--- src/rtl/ntt_stage_sequencer.sv ---
// Address/strobe sequencer for an in-place radix-2 NTT: walks every stage and
// butterfly, then drains the butterfly pipeline. The optional inverse (Gentleman-Sande)
// ordering is enabled with the OPEN_NTT_INVERSE_EN macro.
module ntt_stage_sequencer #(
    parameter int LOGN = 10,
    parameter int LAT  = 4
) (
    input  logic                                       clk,
    input  logic                                       rst,
    input  logic                                       start_i,
`ifdef OPEN_NTT_INVERSE_EN
    input  logic                                       inv_i,
`endif
    input  logic                                       hold_i,
    output logic                                       busy_o,
    output logic                                       done_o,
    output logic                                       rd_en_o,
    output logic [LOGN-1:0]                            rd_addr_a_o,
    output logic [LOGN-1:0]                            rd_addr_b_o,
`ifdef OPEN_NTT_INVERSE_EN
    output logic [LOGN:0]                              tw_addr_o,
`else
    output logic [LOGN-1:0]                            tw_addr_o,
`endif
    output logic                                       wr_en_o,
    output logic [LOGN-1:0]                            wr_addr_a_o,
    output logic [LOGN-1:0]                            wr_addr_b_o,
    output logic [((LOGN > 1) ? $clog2(LOGN) : 1)-1:0] stage_o
);

    localparam int N_HALF = 1 << (LOGN - 1);
    localparam int KW     = (LOGN > 1) ? LOGN - 1 : 1;
    localparam int SW     = (LOGN > 1) ? $clog2(LOGN) : 1;
    localparam int DW     = (LAT > 1) ? $clog2(LAT) : 1;
`ifdef OPEN_NTT_INVERSE_EN
    localparam int TWW    = LOGN + 1;
`else
    localparam int TWW    = LOGN;
`endif

    localparam logic [KW-1:0] K_LAST = KW'(N_HALF - 1);
    localparam logic [DW-1:0] D_LAST = DW'(LAT - 1);
    localparam logic [SW-1:0] S_LAST = SW'(LOGN - 1);

    typedef enum logic [1:0] {
        IDLE,
        RUN,
        DRAIN,
        DONE
    } state_t;

    state_t          state, state_n;
    logic [KW-1:0]   k, k_n;
    logic [SW-1:0]   stage, stage_n;
    logic [DW-1:0]   dcnt, dcnt_n;
    logic            issue;

    logic [LOGN-1:0] k_ext, half, grp, offs, addr_a, addr_b, tw_lo;
    logic [SW-1:0]   sh, sh_c;
    logic [TWW-1:0]  tw;

    logic            d_en [LAT];
    logic [LOGN-1:0] d_a  [LAT];
    logic [LOGN-1:0] d_b  [LAT];

`ifdef OPEN_NTT_INVERSE_EN
    logic            inv_q;
`endif

    assign busy_o  = (state != IDLE);
    assign stage_o = stage;

    always_comb begin
        state_n = state;
        k_n     = k;
        stage_n = stage;
        dcnt_n  = dcnt;
        issue   = 1'b0;
        case (state)
            IDLE: begin
                if (start_i) begin
                    state_n = RUN;
                    k_n     = '0;
                    stage_n = '0;
                    dcnt_n  = '0;
                end
            end
            RUN: begin
                issue = 1'b1;
                if (k == K_LAST) begin
                    state_n = DRAIN;
                    k_n     = '0;
                    dcnt_n  = '0;
                end else begin
                    k_n = k + 1'b1;
                end
            end
            DRAIN: begin
                if (dcnt == D_LAST) begin
                    dcnt_n = '0;
                    if (stage == S_LAST) begin
                        state_n = DONE;
                    end else begin
                        state_n = RUN;
                        stage_n = stage + 1'b1;
                    end
                end else begin
                    dcnt_n = dcnt + 1'b1;
                end
            end
            DONE: begin
                state_n = IDLE;
            end
            default: begin
                state_n = IDLE;
            end
        endcase
    end

    // sh is log2 of the butterfly span; the twiddle base uses the complementary shift
    always_comb begin
        k_ext = LOGN'(k);
`ifdef OPEN_NTT_INVERSE_EN
        sh    = inv_q ? stage : (S_LAST - stage);
`else
        sh    = S_LAST - stage;
`endif
        sh_c   = S_LAST - sh;
        half   = LOGN'(1) << sh;
        grp    = k_ext >> sh;
        offs   = k_ext & (half - LOGN'(1));
        addr_a = ((grp << sh) << 1) | offs;
        addr_b = addr_a + half;
        tw_lo  = (LOGN'(1) << sh_c) + grp;
`ifdef OPEN_NTT_INVERSE_EN
        tw     = {inv_q, tw_lo};
`else
        tw     = tw_lo;
`endif
    end

    // A held cycle freezes all state, including the write delay line, and blanks the strobes
    always_ff @(posedge clk) begin
        if (rst) begin
            state       <= IDLE;
            k           <= '0;
            stage       <= '0;
            dcnt        <= '0;
            rd_en_o     <= 1'b0;
            rd_addr_a_o <= '0;
            rd_addr_b_o <= '0;
            tw_addr_o   <= '0;
            wr_en_o     <= 1'b0;
            wr_addr_a_o <= '0;
            wr_addr_b_o <= '0;
            done_o      <= 1'b0;
            for (int i = 0; i < LAT; i++) begin
                d_en[i] <= 1'b0;
                d_a[i]  <= '0;
                d_b[i]  <= '0;
            end
`ifdef OPEN_NTT_INVERSE_EN
            inv_q       <= 1'b0;
`endif
        end else if (hold_i) begin
            rd_en_o <= 1'b0;
            wr_en_o <= 1'b0;
            done_o  <= 1'b0;
        end else begin
            state   <= state_n;
            k       <= k_n;
            stage   <= stage_n;
            dcnt    <= dcnt_n;
            rd_en_o <= issue;
            done_o  <= (state == DONE);
`ifdef OPEN_NTT_INVERSE_EN
            if (state == IDLE && start_i) begin
                inv_q <= inv_i;
            end
`endif
            if (issue) begin
                rd_addr_a_o <= addr_a;
                rd_addr_b_o <= addr_b;
                tw_addr_o   <= tw;
            end
            d_en[0] <= issue;
            d_a[0]  <= addr_a;
            d_b[0]  <= addr_b;
            for (int i = 1; i < LAT; i++) begin
                d_en[i] <= d_en[i-1];
                d_a[i]  <= d_a[i-1];
                d_b[i]  <= d_b[i-1];
            end
            wr_en_o     <= d_en[LAT-1];
            wr_addr_a_o <= d_a[LAT-1];
            wr_addr_b_o <= d_b[LAT-1];
        end
    end

endmodule

--- config.mk ---
export PLATFORM = sky130hd
export DESIGN_NAME = ntt_stage_sequencer
export DESIGN_NICKNAME = d
export VERILOG_FILES = /design/src/rtl/ntt_stage_sequencer.sv
export SDC_FILE = /design/constraint.sdc
export NUM_CORES = 1
export LEC_CHECK = 0
export CAP_MARGIN = 0
export CORE_MARGIN = 10
export CORE_UTILIZATION = 64
export CTS_CLUSTER_SIZE = 28
export DETAILED_ROUTE_END_ITERATION = 10
export DONT_BUFFER_PORTS = 1
export GPL_TIMING_DRIVEN = 1
export PLACE_DENSITY = 0.8
export SYNTH_ARGS = -nofsm -noshare
export SYNTH_HDL_FRONTEND = slang
export SYNTH_SLANG_ARGS = --single-unit
--- constraint.sdc ---
create_clock -name clk -period 5.6 [get_ports clk]
set_input_delay 0.84 -clock clk [delete_from_list [all_inputs] [get_ports clk]]
set_output_delay 0.84 -clock clk [all_outputs]
set_load 0.02 [all_outputs]
==> impl_metrics.toml <==
[status]
status = "complete, no violations"

[sta]
holdWs_ns = 0.458
max_freq_ghz = 0.211
fin_crit_ns = 4.74
tightest_slew_ns = 1.05
fin_setup_tns_ns = 0
slew-limit-headroom_pct = 30.3
maxSlewViolCount = 0
fin_skew_ns = 0.00683
finalSetupViolations = 0
finalHoldViolations = 0
rsz0062_at_grt = "no"
fin_crit_sh_pct = 84.6

[setup_path]
path_buf_inv = 2
timing.rr.end = "d_b[0][9]$_SDFFCE_PN0P_"
r2r-start = "stage_o[2]$_SDFFE_PP0P_"
crit_path_max_fanout = 12
path_delay_family = "compound AO/OA/AOI/OAI gates"
critical_path_class = "flip-flop to flip-flop"
crit_arrival_ns = 4.89
worstPathRequired_ns = 5.76
crit_path_max_incr_delay_ns = 0.75
rrSetupSlack_ns = 0.86
cp-end-kind = "flip-flop"
worstPathCellList = "inv_1, ha_1, xor2_1, nor2_1, nand2_1, ha_1, xor2_1, a32oi_1, inv_1, ha_1, a21oi_1, o21bai_1, a2111o_1, a41oi_1, xor2_1, nor2_1"
cp_slowest_cell = "xor2_1"
r2r_cells = 16
start_kind = "flip-flop"

[clock_network]
ctsHoldBuffers = 0
h-tree-depth = 4
cts_tree = "done"
post_cts_resized = 0
clock_path_buffers = 2
path_clk_slew_ns = 0.06
cts_root_buffer = "clkbuf_16"
clkSinkCount = 154
clk_latency_ns = 0.41
cts_setup_buffers = 0
cts_buffers = 17

[placed_design]
dp_hpwl_mm = 11.2
place_congestion = 0.879
placed_area_um2 = 7480
port_buffers = 0
place_inst = 810

[yosys]
ys.flop_type = "edfxtp_1"
synth.distinct_cells = 66
synth_edf_count = 84
syn_nets = 735
synth_largest_area_cell = "edfxtp_1"
synth_common_cells = "edfxtp_1, nor2_1, and2_1"
syn-cell-area_um2 = 7410
ys_ff_latch = 154
async_flop_share_pct = 0
synth_most_common_cell = "edfxtp_1"
synth_area_leaders = "edfxtp_1, dfxtp_1, and2_1"
yosysSeqAreaShare_pct = 52.9
synth.top_cell.area_share_pct = 34.0
syn_inst = 703
avgSynthCellArea_um2 = 10.5
ys_warn_count = 0

[grt]
first_global_vias = 4954
antenna_found_initial = 0
grt_use_met1_pct = 23.6
grt_max_degree = 85
globalRouteMet3Util_pct = 6.58
grt-busiest-layer = "met2"
gr-usage-all-layers_pct = 20.2
grt_pass1_wl_mm = 26.1
met2_usage_pct = 34.4
grt_overflow_total = 0

[cells_and_area]
fillCellCount = 829
post_route_cells_drive_above_1_share_pct = 7.87
finish.instance_area_um2 = 8040
synthToLayoutAreaGrowth_pct = 8.49
antenna_cells = 0
nets = 718
multi_input_area_um2 = 3230
regArea_um2 = 3920
final_cells = 842

[route]
drc = 0
routedWlPerCell_um = 19.2
routed_via_density = 6.00
routed_wl_mm = 16.1
ant_nets = 0
num_vias = 5053
drtIter0Drc = 390
dr.pass1.iters = 6

[worst_hold_path]
whs_path_depth = 1
hold_path.class = "flip-flop to flip-flop"
min_to = "wr_en_o$_SDFF_PN0_"
min_from = "d_en[3]$_DFFE_PP_"

[die]
core_um2 = 11400
dieArea_um2 = 16300
rows = 39
fp.dieH_um = 128
die_w_um = 128
initial_core_util_pct = 65.2
io_pins = 62

[pwr]
total_power_mw = 2.46
ir_worst_vdd_uv = 342
powerDensity_nw_per_um2 = 306
p_leak_nw = 3.24

[run]
cap_violations = 0
[routing by layer]
layer  up-vias  part of all wire [%]
li1       2450                     -
met1      2437                    41
met2       137                    51
met3        29                   6.1
met4         0                   1.8
met5         -                     0
[per-stage QoR]
step	setup slack [ns]	util (%)
finish	0.863	70.7
global route	0.424	70.7
CTS	0.902	70.7
detailed placement	0.941	65.8
global placement	1.05	65.8
floorplan	1.17	-
[worst max path at each step]
stage / end / start / slack, ns / cells past startpoint
detailed placement: d_b[0][9]$_SDFFCE_PN0P_ / stage_o[2]$_SDFFE_PP0P_ / 0.94 / 16
floorplan: d_b[0][9]$_SDFFCE_PN0P_ / stage_o[1]$_SDFFE_PP0P_ / 1.17 / 18
CTS: rd_addr_b_o[8]$_SDFFE_PP0P_ / stage_o[2]$_SDFFE_PP0P_ / 0.90 / 16
finish: d_b[0][9]$_SDFFCE_PN0P_ / stage_o[2]$_SDFFE_PP0P_ / 0.86 / 16
global route: d_b[0][9]$_SDFFCE_PN0P_ / stage_o[2]$_SDFFE_PP0P_ / 0.42 / 16
global placement: d_b[0][9]$_SDFFCE_PN0P_ / stage_o[2]$_SDFFE_PP0P_ / 1.05 / 16
[flip-flops by register name, summed over array words and instances (netlist names), 2 cells and up]
signal       flops
wr_addr_b_o     10
d_en             4
d_a             40
wr_addr_a_o     10
dcnt             2
d_b             40
rd_addr_a_o     10
stage_o          4
k                9
state            2
tw_addr_o       10
rd_addr_b_o     10
[placed cells by master, fill, tap and decap left out, drive strengths merged, types with 9 or more instances in the layout]
master,count
edfxtp,84
nor2,83
and2,78
dfxtp,70
nand2,42
a21oi,41
mux2i,31
ha,27
inv,23
o21ai,22
clkbuf,20
xnor2,15
nand3,14
xor2,10
and3,10
clkinv,9
[area by class of cell]
class                           instances  area share, %
Multi-Input combinational cell        483           40.2
Clock inverter                         12           1.56
Sequential cell                       154           48.8
Timing Repair Buffer                    8          0.747
Clock buffer                           20           5.43
Inverter                               22           1.03
Tap cell                              143           2.23
[where the power goes]
part	switching, mW	internal [mW]
Clock	0.433	0.655
Sequential	0.0385	1.24
Combinational	0.0595	0.0314
Total	0.530	1.93
[kinds of logic after synthesis]
| kind of cell | count (synthesis) | share of synthesized area (%) |
|---|---|---|
| buffers and inverters | 66 | 3.60 |
| XOR/XNOR | 25 | 2.95 |
| flip-flops | 154 | 52.9 |
| other | 1 | 0.0506 |
| AND/OR/NAND/NOR | 264 | 17.9 |
| AO/OA/AOI/OAI | 126 | 11.5 |
| multiplexers | 39 | 6.21 |
| adder cells (fa/ha/maj) | 28 | 4.83 |
Power figures use the tool's default switching activity.
